===== config.mk =====
export PLATFORM = sky130hd
export DESIGN_NAME = plic_gateway
export DESIGN_NICKNAME = d
export VERILOG_FILES = /design/src/rtl/plic_gateway.sv
export SDC_FILE = /design/constraint.sdc
export NUM_CORES = 1
export LEC_CHECK = 0
export CAP_MARGIN = 15
export CORE_MARGIN = 2
export CORE_UTILIZATION = 55
export DETAILED_ROUTE_END_ITERATION = 8
export PLACE_DENSITY_LB_ADDON = 0.08
export RECOVER_POWER = 25
export SLEW_MARGIN = 30
export SYNTH_ARGS = -nofsm -noshare
export SYNTH_HDL_FRONTEND = slang
export SYNTH_SLANG_ARGS = --single-unit

===== constraint.sdc =====
create_clock -name clk -period 2.3 [get_ports clk]
set_input_delay 0.46 -clock clk [delete_from_list [all_inputs] [get_ports clk]]
set_output_delay 0.46 -clock clk [all_outputs]
set_load 0.01 [all_outputs]

===== src/rtl/plic_gateway.sv =====
// PLIC interrupt gateway.
// Each source has a synchroniser and a three-state FSM: IDLE, PEND and SERVICE.
// In edge mode a saturating counter holds extra edges that arrive while the
// source is already pending or in service.
module plic_gateway #(
   parameter int SRC_NUM = 8,
   parameter int CNT_W   = 2
) (
   input  logic               clk,
   input  logic               rst_n,
   input  logic [SRC_NUM-1:0] irq_src,
   input  logic [SRC_NUM-1:0] edge_mode,
   input  logic               claim_vld,
   input  logic [7:0]         claim_id,
   input  logic               complete_vld,
   input  logic [7:0]         complete_id,
   output logic [SRC_NUM-1:0] pending,
   output logic [SRC_NUM-1:0] in_service
);

   typedef enum logic [1:0] {
      IDLE    = 2'd0,
      PEND    = 2'd1,
      SERVICE = 2'd2
   } state_t;

   localparam logic [CNT_W-1:0] CNT_MAX = '1;

   logic [SRC_NUM-1:0] s1;
   logic [SRC_NUM-1:0] s2;
   logic [SRC_NUM-1:0] s3;
   logic [SRC_NUM-1:0] req_lvl;
   logic [SRC_NUM-1:0] req_edge;

   // Two-flop synchroniser for the raw lines, plus a history flop for edge detection.
   always_ff @(posedge clk or negedge rst_n) begin
      if (!rst_n) begin
         s1 <= '0;
         s2 <= '0;
         s3 <= '0;
      end else begin
         s1 <= irq_src;
         s2 <= s1;
         s3 <= s2;
      end
   end

   assign req_lvl  = s2;
   assign req_edge = s2 & ~s3;

   for (genvar g = 0; g < SRC_NUM; g++) begin : g_src
      localparam logic [7:0] SRC_ID = 8'(g + 1);

      state_t           state;
      state_t           state_nxt;
      logic [CNT_W-1:0] cnt;
      logic [CNT_W-1:0] cnt_nxt;
      logic             req;
      logic             claim_hit;
      logic             complete_hit;
      logic             inc;
      logic             dec;

      assign req          = edge_mode[g] ? req_edge[g] : req_lvl[g];
      assign claim_hit    = claim_vld && (claim_id == SRC_ID);
      assign complete_hit = complete_vld && (complete_id == SRC_ID);

      // State and edge-count registers for this source.
      always_ff @(posedge clk or negedge rst_n) begin
         if (!rst_n) begin
            state <= IDLE;
            cnt   <= '0;
         end else begin
            state <= state_nxt;
            cnt   <= cnt_nxt;
         end
      end

      // Next-state and counter logic. A claim or complete acts only when its
      // ID matches this source and the source is in the matching state, so an
      // invalid ID or a command for the wrong state leaves the source unchanged.
      always_comb begin
         state_nxt = state;
         cnt_nxt   = cnt;
         inc       = 1'b0;
         dec       = 1'b0;
         case (state)
            IDLE: begin
               if (req) state_nxt = PEND;
            end
            PEND: begin
               inc = req_edge[g];
               if (claim_hit) state_nxt = SERVICE;
            end
            SERVICE: begin
               if (complete_hit) begin
                  if (edge_mode[g] && (cnt != '0)) begin
                     state_nxt = PEND;
                     dec       = 1'b1;
                     inc       = req_edge[g];
                  end else if (edge_mode[g] && req_edge[g]) begin
                     // This edge re-pends the source directly, so it is not counted.
                     state_nxt = PEND;
                  end else if (!edge_mode[g] && req_lvl[g]) begin
                     state_nxt = PEND;
                  end else begin
                     state_nxt = IDLE;
                  end
               end else begin
                  inc = req_edge[g];
               end
            end
            default: state_nxt = IDLE;
         endcase

         if (!edge_mode[g]) begin
            cnt_nxt = '0;
         end else if (inc && !dec) begin
            if (cnt != CNT_MAX) cnt_nxt = cnt + 1'b1;
         end else if (dec && !inc) begin
            cnt_nxt = cnt - 1'b1;
         end
      end

      assign pending[g]    = (state == PEND);
      assign in_service[g] = (state == SERVICE);
   end

endmodule

==> results.cfg <==
[layout]
num-nets-final = 477
area_delta_synth_final_pct = 26.6
layout_commonest_cell = dfrtp_1
finish.instance_area_um2 = 4350
multi_input_area_um2 = 1950
post-route-util_pct = 72.6
drive_gt1_share_pct = 17.1
seqCellArea_um2 = 1400
final_cell_mix = 56 x dfrtp_1, 42 x clkdlybuf4s50_1, 33 x nand2_1, 33 x ha_1, 25 x buf_4
antenna_cells = 0
layout.cells.non_filler = 484
fillers = 431

[synthesis]
synth_fa_ha_area_share_pct = 12.0
async_flop_share_pct = 100
synth-compound-area-share_pct = 18.9
yosys.area.top_type = dfrtp_1
synth_enable_flop_cells = 0
yosysTopAreaCellShare_pct = 40.8
synthFlopType = dfrtp_1
synth_mux_area_share_pct = 5.50
synth.distinct_cells = 51
ys_seq_area_share_pct = 40.8
synth_top_family_by_area = compound AO/OA/AOI/OAI gates
synthSimpleGateAreaFrac_pct = 17.7
syn_inst = 333
synth_seq_cells = 56
syn_area_per_cell_um2 = 10.3
syn_area_um2 = 3440
synth_nets = 402
synth_xor_area_share_pct = 0.255
ys_warn_count = 0
ys_top_cells_by_area = dfrtp_1 41%, ha_1 12%, mux2_2 4.6%

[floorplanning]
dieHeight_um = 83.1
core-area_um2 = 5990
rows = 28
dieArea_um2 = 6900
die_w_um = 83.1
io_pins = 52
start_util_pct = 57.4

[power_and_ir_drop]
pwr-share-comb_pct = 48.8
ir_drop_mv = 0.608
power.density_nw_per_um2 = 904
p_leak_uw = 0.00202
power_switching_share_pct = 36.3
pwr-share-seq_pct = 34.7
clockPowerShare_pct = 16.5
p_int_uw = 2500
power.total_uw = 3930
p_switching_uw = 1430

[grt]
grt-busiest-layer = met2
grt_use_total_pct = 22.0
antenna_found_initial = 0
grt_pass1_wl_um = 12600
met1_usage_pct = 28.3
grt_util_met3_pct = 3.68
met2_usage_pct = 38.6
grt_max_degree = 34
grt_pass1_vias = 2785
grt-ovfl-total = 0

[placed_design]
placed_cells = 474
dpl_cell_area_um2 = 4150
port_buffers = 51
place_congestion = 0.885
hpwl_um = 5630

[clocking]
clk_path_buf_depth = 2
root_buffer = clkbuf_8
cts_buffers = 5
cts_max_level = 2
cts_hold_buf = 0
clock_latency_ns = 0.31
cts_tree = yes
numClockSinks = 56
clkTransAtPathRegs_ns = 0.10

[outcome]
outcome = finished clean

[worst_setup_path]
worstSetupStartpointType = input pin
worstReg2RegEnd = g_src[7].cnt[0]
cp_data_arrival_time_ns = 2.40
r2r_cells = 8
rr_startpoint = g_src[7].state[0]
required_ns = 2.50
cpMaxStageDelayCell = or4_4
critPathMaxStageDelay_ns = 0.52
path_cells = clkdlybuf4s50_1 > or4_4 > buf_4 > o31ai_4 > a211oi_1 > o311a_1
cp_max_fo = 5
worstSetupPathType = in2reg
end_kind = flop
ff2ff_setup_slack_ns = 0.24

[sta]
fin_setup_tns_ns = 0
grt_setup_unrepaired = false
finalSetupViolations = 0
period_share_pct = 95.5
slew_viol_final = 0
worstMarginPinSlew_ns = 1.41
hold_violations = 0
max_slew_margin_pct = 6.13
min_period_ns = 2.20
fin_skew_ns = 0.00950
max_freq_ghz = 0.455

[route]
routedWlPerCell_um = 15.5
routed_via_density = 5.77
ant_nets = 0
vias = 2792
drtPass1Iterations = 4
drt_iter0_drc = 149
routed_wl_um = 7490
drc = 0

[flow_run]
cap_violations = 0

[worst_hold_path]
whs_endpoint = req_lvl[0]
holdPathStages = 0
min_from = s1[0]
hp-class = reg2reg
[logic make-up after synthesis]
group,Yosys count
compound gates,82
xor+xnor,1
fa+ha+maj,33
buf+inv,31
flops,56
mux,17
simple gates,113
[flip-flops by register name, summed over array words and instances (netlist names)]
signal,cells
g_src.cnt,16
g_src.state,16
req_lvl,8
s1,8
s3,8
[per-stage QoR]
stage / worst slack [ns] / hold WS, ns
after global routing: 0.0307 / 0.374
after CTS: 0.00118 / 0.160
final: 0.104 / 0.357
after floorplan: 0.210 / 0.164
after detailed placement: -0.385 / 0.335
after global placement: -0.305 / 0.332
[how the worst max path moves through the flow]
stage / to / slack [ns] / from / cells past startpoint
after floorplan: g_src[1].cnt[0] / 0.21 / complete_id[5] / 6
after global placement: g_src[0].cnt[0] / -0.30 / complete_id[5] / 7
after detailed placement: g_src[5].cnt[0] / -0.38 / complete_id[5] / 6
after CTS: g_src[4].cnt[0] / 0.001 / complete_id[5] / 6
after global routing: in_service[6] / 0.03 / g_src[6].state[0] / 3
final: g_src[1].cnt[0] / 0.10 / complete_id[5] / 6
[area by class of cell]
| cell class | instances | area share [%] |
|---|---|---|
| Multi-Input combinational cell | 247 | 44.8 |
| Sequential cell | 56 | 32.2 |
| Timing Repair Buffer | 77 | 16.5 |
| Tap cell | 75 | 2.16 |
| Inverter | 21 | 1.81 |
| Clock buffer | 6 | 1.67 |
| Clock inverter | 2 | 0.805 |
[per-layer routing]
metal | part of all wire, % | routed length, µm | up-vias
li1 | - | - | 1366
met5 | 0 | 0 | -
met3 | 2.8 | 208 | 9
met4 | 1.3 | 99 | 0
met2 | 50 | 3730 | 56
met1 | 46 | 3450 | 1361
[worst max-delay path, delay by kind of cell]
family / cells / cell delay (ns)
AOI/OAI and AO/OA: 3 / 0.76
buffers and inverters: 2 / 0.66
and+or+nand+nor: 1 / 0.52
[cells in the mapped netlist (3+ instances only)]
master and n:
o31ai_1 3, a31oi_1 3, nand2_1 34, ha_1 33, o211a_1 7, o31ai_2 6, a21oi_1 4, nor4_1 4
nand3b_1 5, o211ai_1 5, nor3b_1 4, a21boi_0 6, nand2b_1 8, a311oi_1 7, mux2_2 14, o21ai_0 21
o311a_1 6, a211oi_1 5, nor2_1 20, dfrtp_1 56, and3b_1 3, nor3_1 3, inv_1 21, nor2b_1 7
buf_4 7, nand3_1 11
[power by group through the flow]
stage,registers [µW],logic (µW),clock network [µW]
2_1_floorplan,1330,1320,0
3_3_place_gp,1360,1830,0
3_5_place_dp,1380,1890,0
4_1_cts,1360,1900,663
5_1_grt,1390,2140,705
6_report,1360,1920,648
[repair_timing]
item | CTS | global route
gates cloned | 0 | 1
endpoints found under the setup margin | 2 | 13
gates resized for setup | 1 | 16
buffers inserted | 0 | 1
pin swaps | 0 | 1
(Power assumes the default switching activity.)
